### src/rtl/eth_rx_frame_trimmer_512.sv
// RX frame trimmer for the 512-bit CMAC path: strips IPv4 min-size padding, drops runts, truncates oversize frames.
// Statistics counters are built only when RX_TRIM_STATS_EN is defined; otherwise stat_* are tied to zero.
module eth_rx_frame_trimmer_512 #(
    parameter int MAX_FRAME_BYTES = 9216,
    parameter int CNT_WIDTH       = 32
) (
    input  logic                 net_clk,
    input  logic                 sys_reset,
    input  logic                 s_axis_tvalid,
    output logic                 s_axis_tready,
    input  logic [511:0]         s_axis_tdata,
    input  logic [63:0]          s_axis_tkeep,
    input  logic                 s_axis_tlast,
    output logic                 m_axis_tvalid,
    input  logic                 m_axis_tready,
    output logic [511:0]         m_axis_tdata,
    output logic [63:0]          m_axis_tkeep,
    output logic                 m_axis_tlast,
    output logic [CNT_WIDTH-1:0] stat_frames,
    output logic [CNT_WIDTH-1:0] stat_trimmed,
    output logic [CNT_WIDTH-1:0] stat_runt,
    output logic [CNT_WIDTH-1:0] stat_truncated
);

    localparam logic [1:0]  S_HEAD    = 2'd0;
    localparam logic [1:0]  S_BODY    = 2'd1;
    localparam logic [1:0]  S_DROP    = 2'd2;
    localparam logic [31:0] MAX_BYTES = 32'(MAX_FRAME_BYTES);

    logic [1:0]   state_q, state_d;
    logic [15:0]  byte_cnt_q, byte_cnt_d;
    logic         m_tvalid_q, m_tvalid_d;
    logic [511:0] m_tdata_q, m_tdata_d;
    logic [63:0]  m_tkeep_q, m_tkeep_d;
    logic         m_tlast_q, m_tlast_d;

    logic         accept;
    logic         fwd;
    logic [6:0]   nb;
    logic [15:0]  ethertype;
    logic [3:0]   ip_ver;
    logic [15:0]  tot_len;
    logic [16:0]  trim_len;
    logic [63:0]  trim_keep;
    logic [16:0]  cnt_sum;
    logic         is_runt;
    logic         trim_ok;
    logic         over_limit;

    assign s_axis_tready = !m_tvalid_q || m_axis_tready;
    assign accept        = s_axis_tvalid && s_axis_tready;

    always_comb begin
        nb = '0;
        for (int i = 0; i < 64; i++) begin
            nb = nb + {6'd0, s_axis_tkeep[i]};
        end
    end

    // Header fields are only meaningful on the first beat of a frame.
    assign ethertype = {s_axis_tdata[8*12 +: 8], s_axis_tdata[8*13 +: 8]};
    assign ip_ver    = s_axis_tdata[8*14+4 +: 4];
    assign tot_len   = {s_axis_tdata[8*16 +: 8], s_axis_tdata[8*17 +: 8]};
    assign trim_len  = {1'b0, tot_len} + 17'd14;

    always_comb begin
        trim_keep = '0;
        for (int i = 0; i < 64; i++) begin
            trim_keep[i] = (17'(i) < trim_len);
        end
    end

    assign is_runt = (state_q == S_HEAD) && s_axis_tlast && (nb < 7'd14);
    assign trim_ok = (state_q == S_HEAD) && s_axis_tlast && (ethertype == 16'h0800) &&
                     (ip_ver == 4'h4) && (tot_len >= 16'd20) && (trim_len < {10'd0, nb});

    // A header beat starts a fresh count, so the stale byte_cnt_q is ignored there.
    assign cnt_sum    = ((state_q == S_HEAD) ? 17'd0 : {1'b0, byte_cnt_q}) + {10'd0, nb};
    assign over_limit = !s_axis_tlast && ({15'd0, cnt_sum} >= MAX_BYTES);

    always_comb begin
        state_d    = state_q;
        byte_cnt_d = byte_cnt_q;
        fwd        = 1'b0;
        if (accept) begin
            case (state_q)
                S_HEAD, S_BODY: begin
                    if (!is_runt) begin
                        fwd        = 1'b1;
                        byte_cnt_d = cnt_sum[15:0];
                        if (over_limit) begin
                            state_d = S_DROP;
                        end else if (s_axis_tlast) begin
                            state_d = S_HEAD;
                        end else begin
                            state_d = S_BODY;
                        end
                    end
                end
                S_DROP: begin
                    if (s_axis_tlast) begin
                        state_d = S_HEAD;
                    end
                end
                default: state_d = S_HEAD;
            endcase
        end
    end

    always_comb begin
        m_tvalid_d = m_tvalid_q;
        m_tdata_d  = m_tdata_q;
        m_tkeep_d  = m_tkeep_q;
        m_tlast_d  = m_tlast_q;
        if (fwd) begin
            m_tvalid_d = 1'b1;
            m_tdata_d  = s_axis_tdata;
            m_tkeep_d  = trim_ok ? trim_keep : s_axis_tkeep;
            m_tlast_d  = s_axis_tlast || over_limit;
        end else if (m_axis_tready) begin
            m_tvalid_d = 1'b0;
        end
    end

    always_ff @(posedge net_clk) begin
        if (sys_reset) begin
            state_q    <= S_HEAD;
            byte_cnt_q <= '0;
            m_tvalid_q <= 1'b0;
            m_tdata_q  <= '0;
            m_tkeep_q  <= '0;
            m_tlast_q  <= 1'b0;
        end else begin
            state_q    <= state_d;
            byte_cnt_q <= byte_cnt_d;
            m_tvalid_q <= m_tvalid_d;
            m_tdata_q  <= m_tdata_d;
            m_tkeep_q  <= m_tkeep_d;
            m_tlast_q  <= m_tlast_d;
        end
    end

    assign m_axis_tvalid = m_tvalid_q;
    assign m_axis_tdata  = m_tdata_q;
    assign m_axis_tkeep  = m_tkeep_q;
    assign m_axis_tlast  = m_tlast_q;

`ifdef RX_TRIM_STATS_EN
    logic [CNT_WIDTH-1:0] frames_q, frames_d;
    logic [CNT_WIDTH-1:0] trimmed_q, trimmed_d;
    logic [CNT_WIDTH-1:0] runt_q, runt_d;
    logic [CNT_WIDTH-1:0] truncated_q, truncated_d;

    function automatic logic [CNT_WIDTH-1:0] sat_inc(input logic [CNT_WIDTH-1:0] v, input logic en);
        return (en && !(&v)) ? v + CNT_WIDTH'(1) : v;
    endfunction

    // Events are counted when the beat is loaded into the output register.
    always_comb begin
        frames_d    = sat_inc(frames_q, fwd && m_tlast_d);
        trimmed_d   = sat_inc(trimmed_q, fwd && trim_ok);
        runt_d      = sat_inc(runt_q, accept && is_runt);
        truncated_d = sat_inc(truncated_q, fwd && over_limit);
    end

    always_ff @(posedge net_clk) begin
        if (sys_reset) begin
            frames_q    <= '0;
            trimmed_q   <= '0;
            runt_q      <= '0;
            truncated_q <= '0;
        end else begin
            frames_q    <= frames_d;
            trimmed_q   <= trimmed_d;
            runt_q      <= runt_d;
            truncated_q <= truncated_d;
        end
    end

    assign stat_frames    = frames_q;
    assign stat_trimmed   = trimmed_q;
    assign stat_runt      = runt_q;
    assign stat_truncated = truncated_q;
`else
    assign stat_frames    = '0;
    assign stat_trimmed   = '0;
    assign stat_runt      = '0;
    assign stat_truncated = '0;
`endif

endmodule

### config.mk
export PLATFORM = sky130hd
export DESIGN_NAME = eth_rx_frame_trimmer_512
export DESIGN_NICKNAME = d
export VERILOG_FILES = /design/src/rtl/eth_rx_frame_trimmer_512.sv
export SDC_FILE = /design/constraint.sdc
export NUM_CORES = 1
export LEC_CHECK = 0
export CELL_PAD_IN_SITES_DETAIL_PLACEMENT = 0
export CELL_PAD_IN_SITES_GLOBAL_PLACEMENT = 2
export CORE_AREA = 2 2 507 509
export DETAILED_ROUTE_END_ITERATION = 7
export DIE_AREA = 0 0 509 511
export PLACE_DENSITY = 0.5
export SYNTH_ARGS = -nofsm -noshare
export SYNTH_HDL_FRONTEND = slang
export SYNTH_SLANG_ARGS = --single-unit
export TNS_END_PERCENT = 1
### constraint.sdc
create_clock -name net_clk -period 11.2 [get_ports net_clk]
set_clock_uncertainty 0.1 [all_clocks]
set_input_delay 3.36 -clock net_clk [delete_from_list [all_inputs] [get_ports net_clk]]
set_output_delay 3.36 -clock net_clk [all_outputs]
set_load 0.03 [all_outputs]
==> flow_metrics.tcl <==
set metrics [dict create \
    outcome "complete, no violations" \
    starting_density 0.09858 \
    synthMuxAreaShare 0.01506 \
    timing.critical_path.slowest_cell_delay_ps 560 \
    fraction_of_registers_with_async_set_reset 0 \
    floorplan.io_pins 1288 \
    die_height_um 511 \
    finish.cell_count_without_fillers 7881 \
    timing.hold.worst_endpoint "byte_cnt_q[6]$_SDFFE_PP0P_" \
    worstHoldPathCells 2 \
    numCtsBuffers 87 \
    worst_skew_pair.late_latency_ps 690 \
    synth_flop_cell "sky130_fd_sc_hd__dfxtp_1" \
    hold_violations 0 \
    timing.max_slew.rel_slack 0.2309 \
    critPathRequiredTime_ps 11650 \
    r2r_start "state_q[1]$_SDFFE_PP0P_" \
    vias_per_cell 3.351 \
    reg_to_reg_setup_timing_slack_ps 7530 \
    multi_input_area_mm2 0.01154 \
    drv_cap 0 \
    worst_setup_path_end_kind "flop" \
    synthesis.instances 3166 \
    setup_viol 0 \
    totalWireLength_mm 160.6 \
    clock-root-buffer "sky130_fd_sc_hd__clkbuf_16" \
    num_vias 26410 \
    placed_cells 7703 \
    synth.top_cell.area_share 0.4741 \
    post_drt_wl_per_cell_um 20.38 \
    worst_hold_startpoint "byte_cnt_q[6]$_SDFFE_PP0P_" \
    critical_path.reg2reg.endpoint "state_q[0]$_SDFFE_PP0P_" \
    synth_seq_area_share 0.4741 \
    dr.first_iter.drc_count 1330 \
    drt_first_pass_iters 7 \
    tritoncts_sinks 596 \
    worst_setup_path_category "in2reg" \
    worst_setup_hold_path_clk_slew_ps 60 \
    yosys.area_share.simple 0.1966 \
    synth_largest_area_cell "sky130_fd_sc_hd__dfxtp_1" \
    reg2reg_depth 15 \
    ys_ff_latch 596 \
    antenna_found_initial 48 \
    syn2layout_area_growth_pct 78.01 \
    maximum_clock_frequency_mhz 90.61 \
    period_minus_slack_ps 11040 \
    dieArea_mm2 0.2601 \
    yosysWarningCount 0 \
    deepest_level_of_the_cts_h_tree 3 \
    ctsLongestPathBuffers 3 \
    maxUsedRoutingLayer "met5" \
    synth.avg_cell_area_um2 7.949 \
    place.detailed.hpwl_mm 128.5 \
    holdBufCountCts 0 \
    grt_start_max_net_pins 164 \
    worst_setup_sp_type "input port" \
    drt.antenna.violating_nets 0 \
    dr_wl_met3_mm 17.09 \
    tightestPinTransition_ps 1154 \
    vias_in_the_first_global_route 26310 \
    amount_of_wire_on_met2_after_detailed_routing_mm 68.79 \
    count_of_flip_flops_with_a_built_in_enable_after_synthesis 0 \
    syn_area_mm2 0.02517 \
    global_route.usage.total 0.1178 \
    grt_overflow_total 0 \
    final_util 0.1755 \
    critical_path_arrival_ps 11490 \
    chipWidth_um 509 \
    holdCritPathClass "reg2reg" \
    yosysUniqueCellTypes 70 \
    post-route-period-util 0.9854 \
    timing_max_transition_violations_final 0 \
    tns_ps 0 \
    synth-adder-area-share 0.06065 \
    grt_first_pass_wirelength_mm 218.4 \
    seq_area_mm2 0.01193 \
    yosys.area_share.xor_xnor 0.005867 \
    combinational_family_with_the_most_area_after_synthesis "simple AND/OR/NAND/NOR gates" \
    cp_slowest_cell "sky130_fd_sc_hd__fa_1" \
    rows 186 \
    drc_errors 0 \
    layout-drive-gt1-share 0.09389 \
    fillers 28820 \
    finish.net_count 5086 \
    wirelength_met1_mm 72.33 \
    synth.area.top_cells "sky130_fd_sc_hd__dfxtp_1 (47%), sky130_fd_sc_hd__nand2_1 (16%), sky130_fd_sc_hd__a21oi_1 (12%)" \
    critical_path.max_fanout 9 \
    critical_path.most_common_cell "sky130_fd_sc_hd__fa_1" \
    io_buffer_count 1159 \
    tritoncts_clock_tree "built" \
    compound_cell_area_share_of_the_yosys_netlist 0.1554 \
    core_area_mm2 0.2553 \
    gp_congestion 0.8168 \
]
==> synth_stat cells, types with 3 or more instances <==
master                     count
sky130_fd_sc_hd__a21o_1       11
sky130_fd_sc_hd__mux2_2        9
sky130_fd_sc_hd__a211oi_1     20
sky130_fd_sc_hd__and3_1        6
sky130_fd_sc_hd__mux2i_1      15
sky130_fd_sc_hd__buf_4       131
sky130_fd_sc_hd__a211o_1       4
sky130_fd_sc_hd__inv_1       113
sky130_fd_sc_hd__o21bai_1      8
sky130_fd_sc_hd__nor2_1       75
sky130_fd_sc_hd__a21oi_1     584
sky130_fd_sc_hd__xnor2_1       8
sky130_fd_sc_hd__dfxtp_1     596
sky130_fd_sc_hd__nand3b_1      3
sky130_fd_sc_hd__nand4_1       5
sky130_fd_sc_hd__buf_2        62
sky130_fd_sc_hd__buf_1         3
sky130_fd_sc_hd__or2_2         5
sky130_fd_sc_hd__o22ai_1      22
sky130_fd_sc_hd__xor2_1        7
sky130_fd_sc_hd__a221oi_1      3
sky130_fd_sc_hd__nor3_1       23
sky130_fd_sc_hd__clkbuf_1    145
sky130_fd_sc_hd__mux2_1       10
sky130_fd_sc_hd__nand2b_1      6
sky130_fd_sc_hd__a311oi_1     12
sky130_fd_sc_hd__o21ai_0      18
sky130_fd_sc_hd__nor4_1        4
sky130_fd_sc_hd__nand2_1    1096
sky130_fd_sc_hd__nand3_1      10
sky130_fd_sc_hd__a31oi_1       3
sky130_fd_sc_hd__buf_6         4
sky130_fd_sc_hd__and2_1        7
sky130_fd_sc_hd__nor2b_1       7
sky130_fd_sc_hd__ha_1         34
sky130_fd_sc_hd__fa_1         55
==> cell type report <==
cell class | count | share of cell area
clock buffers | 128 | 0.05675
well taps | 3384 | 0.09451
repair buffers | 1379 | 0.3074
diodes | 13 | 0.0007262
clock inverters | 29 | 0.007150
inverters | 113 | 0.009468
multi-input cells | 2239 | 0.2577
flip-flops and latches | 596 | 0.2663
==> cell usage in the layout (no fill, tap or decap), drive strengths merged, types with 22 or more instances in the layout <==
cell              n
clkdlybuf4s50  1157
nand2          1096
dfxtp           596
a21oi           584
buf             220
clkbuf          129
conb            128
inv             116
nor2             77
fa               55
ha               34
nor3             23
o21ai            22
o22ai            22
==> routing by layer <==
| metal | global-route usage | up-vias |
|---|---|---|
| li1 | - | 12580 |
| met1 | 0.1534 | 12510 |
| met2 | 0.1797 | 1106 |
| met3 | 0.05157 | 170 |
| met4 | 0.02157 | 44 |
| met5 | 0 | - |
==> how the worst max path moves through the flow <==
stage                     start                            end  cells after the start
3_3_place_gp   s_axis_tkeep[35]  m_axis_tkeep[20]$_SDFFE_PP0P_                     30
2_1_floorplan  s_axis_tkeep[35]  m_axis_tkeep[20]$_SDFFE_PP0P_                     29
3_5_place_dp   s_axis_tkeep[35]  m_axis_tkeep[10]$_SDFFE_PP0P_                     30
4_1_cts        s_axis_tkeep[35]  m_axis_tkeep[43]$_SDFFE_PP0P_                     33
5_1_grt        s_axis_tkeep[35]  m_axis_tkeep[43]$_SDFFE_PP0P_                     33
6_report       s_axis_tkeep[35]  m_axis_tkeep[30]$_SDFFE_PP0P_                     32
==> repair_timing <==
| action | CTS | global route |
|---|---|---|
| buffers inserted | 2 | 4 |
| endpoints found under the setup margin | 57 | 58 |
| cloned | 1 | 2 |
| gates resized for setup | 4 | 42 |
| pin swaps | 2 | 25 |
==> critical path, delay by kind of cell <==
family | cells | cell delay [ps]
AOI/OAI and AO/OA | 4 | 770
xor gates and xnor gates | 1 | 160
adders and majority gates | 10 | 4480
buffers and inverters | 10 | 1240
muxes | 1 | 340
and+or+nand+nor | 6 | 1120
==> kinds of logic (layout without fill, tap and decap cells) <==
kind of cell	after synthesis	in the layout
mux	35	35
buf+inv	458	1649
fa+ha+maj	89	89
xor+xnor	16	16
simple gates	1259	1259
compound gates	712	712
other cells	1	141
flops	596	596
==> flip-flops by register name, summed over array words and instances, names as in the netlist <==
register       flops
m_axis_tdata     512
m_axis_tkeep      64
byte_cnt_q        16
state_q            2
m_axis_tlast       1
m_axis_tvalid      1
==> through the flow <==
step / hold WS, ps / worst slack, ps / area, um^2
2_1_floorplan: 327.3 / 76.18 / 25640
3_3_place_gp: 337.2 / -938.2 / 41630
3_5_place_dp: 344.2 / -1051 / 41630
4_1_cts: 351.7 / 79.74 / 44560
5_1_grt: 368.5 / -8.328 / 44770
6_report: 347.0 / 163.9 / 44800
Power is left out: the tool's default activity adds up to more than one toggle a clock period on the data nets, which glitch-free logic cannot reach.
